**src/rtl/fare_calc_if.sv**
```systemverilog
// Meter-side bundle for the fare engine: trip controls and odometer in, fare status out.
interface fare_calc_if;
  logic        work;
  logic        start;
  logic [15:0] distance;
  logic [19:0] fare;
  logic [15:0] wait_time;
  logic        fare_valid;
  logic        sat;

  modport master (
    output work, start, distance,
    input  fare, wait_time, fare_valid, sat
  );

  modport slave (
    input  work, start, distance,
    output fare, wait_time, fare_valid, sat
  );
endinterface

```
**src/rtl/fare_calc.sv**
```systemverilog
// Taxi-meter fare engine: base fare, per-km charge past the included distance,
// waiting-time charge, saturating at the display limit and held at trip end.
module fare_calc #(
  parameter int unsigned BASE_FARE   = 800,
  parameter int unsigned BASE_DIST   = 2,
  parameter int unsigned RATE_PER_KM = 150,
  parameter int unsigned WAIT_UNIT   = 20,
  parameter int unsigned WAIT_RATE   = 50,
  parameter int unsigned FARE_MAX    = 99999
) (
  input  logic        clk,
  input  logic        reset,
  fare_calc_if.slave  bus
);
  localparam int unsigned FW = 20;
  localparam int unsigned DW = 16;
  localparam int unsigned TW = 16;
  localparam int unsigned SW = FW + 1;
  localparam int unsigned CW = (WAIT_UNIT > 1) ? $clog2(WAIT_UNIT) : 1;

  typedef enum logic [1:0] {S_IDLE, S_RUN, S_WAIT, S_HOLD} state_t;

  state_t          r_state;
  logic [FW-1:0]   r_fare;
  logic [TW-1:0]   r_wait_time;
  logic            r_fare_valid;
  logic            r_sat;
  logic [CW-1:0]   r_wait_cnt;
  logic [DW-1:0]   r_dist_base;
  logic [DW-1:0]   r_dist_q;

  logic [DW-1:0]   w_trip_dist;
  logic            w_km_hit;
  logic            w_unit_hit;
  logic [SW-1:0]   w_sum;

  // Modulo-2^16 subtraction keeps trip distance correct across odometer wrap
  assign w_trip_dist = bus.distance - r_dist_base;
  assign w_km_hit    = (bus.distance != r_dist_q) && (w_trip_dist > DW'(BASE_DIST));
  assign w_unit_hit  = (r_state == S_WAIT) && (r_wait_cnt == CW'(WAIT_UNIT - 1));
  assign w_sum       = SW'(r_fare)
                     + (w_km_hit   ? SW'(RATE_PER_KM) : SW'(0))
                     + (w_unit_hit ? SW'(WAIT_RATE)   : SW'(0));

  always_ff @(posedge clk or posedge reset) begin
    if (reset) begin
      r_state      <= S_IDLE;
      r_fare       <= '0;
      r_wait_time  <= '0;
      r_fare_valid <= 1'b0;
      r_sat        <= 1'b0;
      r_wait_cnt   <= '0;
      r_dist_base  <= '0;
      r_dist_q     <= '0;
    end else begin
      case (r_state)
        S_IDLE, S_HOLD: begin
          if (bus.work) begin
            r_state      <= bus.start ? S_WAIT : S_RUN;
            r_fare       <= FW'(BASE_FARE);
            r_wait_time  <= '0;
            r_fare_valid <= 1'b0;
            r_sat        <= 1'b0;
            r_wait_cnt   <= '0;
            r_dist_base  <= bus.distance;
            r_dist_q     <= bus.distance;
          end
        end
        S_RUN, S_WAIT: begin
          // Ending the trip freezes the fare; a partial wait unit is dropped
          if (!bus.work) begin
            r_state      <= S_HOLD;
            r_fare_valid <= 1'b1;
          end else begin
            r_state  <= bus.start ? S_WAIT : S_RUN;
            r_dist_q <= bus.distance;
            if (r_state == S_WAIT)
              r_wait_cnt <= w_unit_hit ? CW'(0) : r_wait_cnt + CW'(1);
            if (w_unit_hit && (r_wait_time != {TW{1'b1}}))
              r_wait_time <= r_wait_time + TW'(1);
            if (w_sum > SW'(FARE_MAX)) begin
              r_fare <= FW'(FARE_MAX);
              r_sat  <= 1'b1;
            end else begin
              r_fare <= w_sum[FW-1:0];
            end
          end
        end
        default: r_state <= S_IDLE;
      endcase
    end
  end

  assign bus.fare       = r_fare;
  assign bus.wait_time  = r_wait_time;
  assign bus.fare_valid = r_fare_valid;
  assign bus.sat        = r_sat;
endmodule

```
**src/flat_wrapper.sv**
```systemverilog
// flat-port wrapper written by rule: the top's interface ports become plain ports
module fare_calc_flat 
#(
  parameter int unsigned BASE_FARE   = 800,
  parameter int unsigned BASE_DIST   = 2,
  parameter int unsigned RATE_PER_KM = 150,
  parameter int unsigned WAIT_UNIT   = 20,
  parameter int unsigned WAIT_RATE   = 50,
  parameter int unsigned FARE_MAX    = 99999
)
  (clk, reset, bus_work, bus_start, bus_distance, bus_fare, bus_wait_time, bus_fare_valid, bus_sat);
  fare_calc_if bus_i ();
  input  logic clk;
  input  logic reset;
  input wire logic [$bits(bus_i.work)-1:0] bus_work;
  input wire logic [$bits(bus_i.start)-1:0] bus_start;
  input wire logic [$bits(bus_i.distance)-1:0] bus_distance;
  output wire logic [$bits(bus_i.fare)-1:0] bus_fare;
  output wire logic [$bits(bus_i.wait_time)-1:0] bus_wait_time;
  output wire logic [$bits(bus_i.fare_valid)-1:0] bus_fare_valid;
  output wire logic [$bits(bus_i.sat)-1:0] bus_sat;
  assign bus_i.work = bus_work;
  assign bus_i.start = bus_start;
  assign bus_i.distance = bus_distance;
  assign bus_fare = bus_i.fare;
  assign bus_wait_time = bus_i.wait_time;
  assign bus_fare_valid = bus_i.fare_valid;
  assign bus_sat = bus_i.sat;
  fare_calc #(.BASE_FARE(BASE_FARE), .BASE_DIST(BASE_DIST), .RATE_PER_KM(RATE_PER_KM), .WAIT_UNIT(WAIT_UNIT), .WAIT_RATE(WAIT_RATE), .FARE_MAX(FARE_MAX)) u_core (.clk(clk), .reset(reset), .bus(bus_i));
endmodule
```
**config.mk**
```make
export PLATFORM = sky130hd
export DESIGN_NAME = fare_calc_flat
export DESIGN_NICKNAME = d
export VERILOG_FILES = /design/src/rtl/fare_calc_if.sv /design/src/rtl/fare_calc.sv /design/src/flat_wrapper.sv
export SDC_FILE = /design/constraint.sdc
export NUM_CORES = 1
export LEC_CHECK = 0
export BUFFER_PORTS_ARGS = -buffer_cell sky130_fd_sc_hd__buf_2
export CORE_MARGIN = 2
export CORE_UTILIZATION = 49
export DETAILED_ROUTE_END_ITERATION = 8
export PLACE_DENSITY = 0.72
export SLEW_MARGIN = 20
export SYNTH_ARGS = -nofsm -noshare
export SYNTH_HDL_FRONTEND = slang
export SYNTH_SLANG_ARGS = --single-unit
```
**constraint.sdc**
```tcl
create_clock -name clk -period 4.25 [get_ports clk]
set_input_delay 0.85 -clock clk [delete_from_list [all_inputs] [get_ports clk]]
set_output_delay 0.85 -clock clk [all_outputs]
set_load 0.02 [all_outputs]
```
## Word level (Yosys, flattened, before mapping)

Index checks and enable logic that the tools add are counted.

- Flip-flop bits (word level): 77
- Bits in latches: 0
- RAM bits: 0
- ROM bits: 0
- Input bits: 20
- Memories kept: 0

- $add $sub $neg: 5
- $mul: 0
- Divide/modulo/power cells: 0
- Magnitude comparators: 2
- Equal/unequal tests: 13
- Shifts and indexed selects: 0
- Mux-type cells: 27
- Bitwise gates (word level): 0
- Reduce and logical (&&, ||, !) cells: 13

Operator list:

| kind | number |
|---|---|
| 16-bit 2-to-1 mux | 5 |
| 20-bit 2-to-1 mux | 3 |
| 20-bit one-hot mux with 2 select lines | 1 |
| 16-bit one-hot mux with 2 select lines | 1 |
| 20-bit by 21-bit adder with 21-bit output | 1 |
| 21-bit adder | 1 |
| 21-bit by 17-bit greater-than comparator with 1-bit output, second input constant | 1 |
| 5-bit 2-to-1 mux | 4 |
| 16-bit by 1-bit adder with 16-bit output, second input constant | 1 |
| 16-bit by 2-bit greater-than comparator with 1-bit output, second input constant | 1 |
| 16-bit inequality test | 1 |
| 16-bit inequality test, second input constant | 1 |
| 16-bit subtractor | 1 |
| 5-bit one-hot mux with 2 select lines | 1 |
| 3-bit AND reduction | 3 |
| 8-bit 2-to-1 mux | 1 |
| 2-bit by 1-bit inequality test with 1-bit output, second input constant | 4 |
| 2-bit 2-to-1 mux | 3 |
| 6-bit 2-to-1 mux | 1 |
| 2-bit inequality test, second input constant | 3 |
| 2-bit AND reduction | 3 |
| 5-bit by 1-bit adder with 5-bit output, second input constant | 1 |
| 5-bit equality test, second input constant | 1 |
| 2-bit equality test, second input constant | 2 |
| other kinds (8) | 15 |

## Depth between registers and ports, before layout

- Depth after elaboration: 10
- Gate-level depth with buffers: 24
- Mapped depth without buffers: 23

## Least setup slack after synthesis

Ideal clock, no wire load.

- Path kind: input to register
- Start: input bus_distance[1]
- End: register u_core.r_fare[9], in the netlist u_core.bus.fare[9]
- Library setup time: 0.147 ns
- Data arrival time: 5.010 ns
- Data required time: 4.103 ns
- Slack: -0.908 ns
- Cell stages on the path: 20
- Path through: ha_1 nor2b_1 o31a_1 o21ai_0 a21oi_1 a211o_1 a21oi_1 mux2i_1 a41oi_1 ha_1 ha_1 fa_1 a21oi_1 xor2_1 a21oi_1 o311ai_2 a32oi_4 buf_6 o31ai_1 a32oi_1

- Word-level cells in the longest chain between the ends: 10
- Elaborated cells on any way between the ends: 11
- Classes of those cells: 3 x add/sub; 2 x order compare; 1 x eq/ne; 4 x mux; 1 x reduce/logical

RTL lines:

| element | line | text |
|---|---|---|
| start, declared | flat_wrapper.sv:17 | `input wire logic [$bits(bus_i.distance)-1:0] bus_distance;` |
| 16-bit subtractor | fare_calc.sv:38 | `assign w_trip_dist = bus.distance - r_dist_base;` |
| 16-bit by 2-bit greater-than comparator with 1-bit output | fare_calc.sv:39 | `assign w_km_hit = (bus.distance != r_dist_q) && (w_trip_dist > DW'(BASE_DIST));` |
| 1-bit logical AND * | fare_calc.sv:39 |  |
| 8-bit 2-to-1 mux * | fare_calc.sv:42 | `+ (w_km_hit ? SW'(RATE_PER_KM) : SW'(0))` |
| 20-bit by 21-bit adder with 21-bit output * | fare_calc.sv:42 |  |
| 21-bit adder * | fare_calc.sv:43 | `+ (w_unit_hit ? SW'(WAIT_RATE) : SW'(0));` |
| 21-bit by 17-bit greater-than comparator with 1-bit output | fare_calc.sv:81 | `if (w_sum > SW'(FARE_MAX)) begin` |
| 20-bit 2-to-1 mux * | fare_calc.sv:81 |  |
| 20-bit 2-to-1 mux * | fare_calc.sv:71 | `if (!bus.work) begin` |
| 20-bit one-hot mux with 2 select lines * | fare_calc.sv:56 | `case (r_state)` |
| end signal, assigned | fare_calc.sv:60 | `r_fare <= FW'(BASE_FARE);` |
| end signal, assigned | fare_calc.sv:82 | `r_fare <= FW'(FARE_MAX);` |
| end signal, assigned | fare_calc.sv:85 | `r_fare <= w_sum[FW-1:0];` |
| end, declared | fare_calc.sv:24 | `logic [FW-1:0] r_fare;` |

Every way passes the cells marked *; elsewhere a longest branch is shown, timed or not. The select of a mux whose other input is x is not followed.
A chain may end at the register's enable or synchronous reset.

## Worst setup path after layout

- Start: input bus_distance[0]
- End: register u_core.r_fare[13], in the netlist u_core.bus.fare[13]

Same word-level chain as after synthesis.

==> summary.txt <==
Logic synthesis
  – Most common cell in the netlist: dfrtp_1
  – Sequential fraction of the synthesis area: 0.389
  – Ys async rst share: 1.00
  – Gate Count Post-Synth: between 500 and 600
  – Mapped Area: 0.00495 sq mm
  – Flops & latches, synth: a little under 80
  – Synth top area cells: dfrtp_1 39%, ha_1 6.8%, xnor2_1 4.8%
  – Synth cell types: 73
  – Commonest cells post-synth: 77 x dfrtp_1, 41 x nor2_1, 38 x inv_1, 38 x nand2_1, 34 x o21ai_0
  – Synth top area share: 0.389
  – Yosys warning count: 0
  – Ys flop type: dfrtp_1
  – Largest area contributor in the netlist: dfrtp_1
  – Syn avg cell area: 9.56 sq um
  – Syn nets: 569
  – Post-synth EDFFs: 0

Timing
  – RSZ-0062 raised after global routing: true
  – Hold slack: around 0.35 ns
  – Fmax: 0.194 GHz
  – Worst Clk Skew: between 0.01 and 0.015 ns
  – Measured slew at the worst slew-check pin: 0.578 ns
  – Final WS setup: -0.904 ns
  – Minimum clock period: approximately 5.2 ns
  – Crit share post-route: 1.21
  – Final Max Tran Viols: 0
  – Final setup fails: 18
  – Worst relative slew slack: 0.614
  – Hold Vio Cnt, Final: 0

Layout
  – Synth-to-layout area growth: 34.0%
  – Non-Filler Instances: 805
  – Share of layout cells above drive strength 1: 0.376
  – Layout net count: 718
  – N_diodes: 0

Min path
  – Hold crit path type: in -> async

Clocking
  – Clk_lat worst skew: 0.37 ns
  – Clock Pin Slew Worst Setup and Hold Paths: approximately 0.090 ns
  – Clock Path Buffers: 2
  – CTS tree: done
  – CTS H-Tree Depth: 3
  – Num Clock Sinks: 77
  – Cts bufs inserted: 9
  – Root buffer cell: clkbuf_8

Detailed routing
  – Antenna viol nets, final: 0
  – DRC Markers: 0
  – Vias/cell: 5.50
  – Via count: ~4,400
  – First-pass detailed-route iteration total: 5
  – Initial DRC count: 130
  – Wire per inst: 15.8 um
  – Routed WL: roughly 13,000 um

Die
  – Chip Height: about 100 um
  – Die Area: 0.0109 sq mm
  – Ports: just under 60
  – Die W: 105 um
  – Row count: 36
  – Initial core utilization: 0.507
  – Core area: 0.00977 sq mm

Worst setup path
  – Max FO, Critical Path: 4
  – Critical path startpoint category: input pin
  – Critical path class: in -> reg
  – Worst path arrival time: 5.41 ns
  – CP required: 4.50 ns
  – Setup crit end kind: flop

Place
  – Cells after DPL: 770
  – Dpl hpwl: 9000 um
  – PortBufs: 57
  – Routability Congestion: 0.900

Outcome
  – Failing checks: setup timing
  – Status: complete, but fails checks

Power and ir drop
  – Peak supply drop: 0.225 mV
  – Leak: 0.00307 uW
  – Power per cell area: 469 mW/mm^2
  – Overall Power: 3110 uW

Global routing
  – Antenna violations before repair: 0
  – Largest net degree at the start of global routing: 45
  – Total GRT Usage: 0.240
  – Global-route wire length before repair: 21,200 um
  – Vias in the first global route: 4,475
  – GRT overflow: 0

Flow run
  – Maxcap violations: 0
## logic make-up (layout without fill, tap and decap cells)
kind of cell               count (synthesis)  count (layout)  share of synthesized area
xor gates and xnor gates                  41              41                     0.0725
and+or+nand+nor                          161             161                      0.171
buffers and inverters                     55             209                     0.0482
adders and majority gates                 32              32                     0.0864
DFF                                       77              77                      0.389
muxes                                     23              23                     0.0515
AOI/OAI and AO/OA                        129             129                      0.181
## area by class of cell
cell class / instances / area, sq um
Timing Repair Buffer: 155 / 1080
Clock buffer: 11 / 131
Sequential cell: 77 / 1930
Fill cell: 798 / 3140
Clock inverter: 5 / 85.1
Tap cell: 133 / 166
Multi-Input combinational cell: 386 / 3100
Inverter: 38 / 145
## metrics by stage
step	instance area [sq um]	utilization	setup TNS, ns	worst slack (ns)
finish	6640	0.679	-14.21	-0.904
global route	6640	0.679	-17.23	-1.07
CTS	6520	0.667	-12.29	-0.781
detailed placement	6050	0.619	-21.90	-1.34
global placement	6050	0.619	-18.76	-1.12
floorplan	5090	-	-11.34	-0.720
## critical path, cell delays in order
cell and delay, ns:
buf_8 0.10, inv_4 0.05, ha_4 0.15, fa_2 0.24, nor2b_4 0.06, o21a_1 0.21
nor3_2 0.20, o21bai_1 0.08, a21oi_1 0.18, mux2i_1 0.28, a21oi_2 0.07, a41o_1 0.27
fa_2 0.37, inv_2 0.07, ha_4 0.14, fa_2 0.21, nand4b_1 0.15, a21oi_2 0.28
nor4b_4 0.30, a2bb2oi_2 0.22, o311ai_4 0.13, a32oi_4 0.32, buf_6 0.16, nor4_2 0.04
mux2_4 0.28
## metal layers
metal	GRT usage	wire, um
met1	0.306	5600
met2	0.417	6470
met3	0.0299	466
met4	0.0849	208
met5	0	0
## flip-flops by register name (all words and copies together) (netlist names)
register,cells
u_core.r_dist_base,16
u_core.bus.wait_time,16
u_core.bus.fare,20
u_core.r_state,2
u_core.r_dist_q,16
u_core.bus.sat,1
u_core.r_wait_cnt,5
u_core.bus.fare_valid,1
## timing repair
item / CTS / global route
endpoints found under the setup margin: 18 / 18
setup buffers: 12 / 7
gates resized for setup: 33 / 14
pin swaps: 29 / 8
hold buffers: 0 / 0
## layout by cell type (no fill, tap or decap), types with 3 or more instances in the layout
cell type	count
dfrtp_1	77
fa_2	4
ha_4	9
o21ai_1	8
nor2b_4	3
xnor2_1	27
o21ai_2	4
clkbuf_8	9
buf_4	91
a21oi_1	19
nand2b_1	3
and3_4	3
o21a_1	8
mux2_2	19
a21o_1	3
nor3_1	12
xor2_1	14
a211o_1	3
nand4_1	13
and3_1	5
o21ai_0	26
nor2_1	40
and4_1	3
buf_6	5
o211ai_1	4
buf_2	55
nand2_1	36
a21oi_2	12
a21boi_0	3
nor2b_1	5
nor4_1	3
inv_1	34
and2_1	3
ha_1	18
o2bb2ai_1	3
nand3_1	12
inv_2	3
## where the power goes
group / switching, uW / internal (uW)
clock network: 285 / 333
registers: 96.3 / 837
logic: 775 / 787
## final timing paths
check	to	slack (ns)	startpoint	depth (start not counted)
worst max-delay path	u_core.bus.fare[13]	-0.90	bus_distance[0]	25
worst min-delay path	u_core.bus.wait_time[2]	0.35	reset	2
worst max register to register	u_core.bus.fare[13]	-0.78	u_core.r_dist_base[1]	22
worst min register to register	u_core.r_dist_q[13]	0.53	u_core.r_dist_q[13]	1
max in group asynchronous	u_core.r_dist_base[2]	3.18	reset	3
min in group clk	u_core.r_dist_q[13]	0.53	u_core.r_dist_q[13]	1
Power figures use the tool's default switching activity.
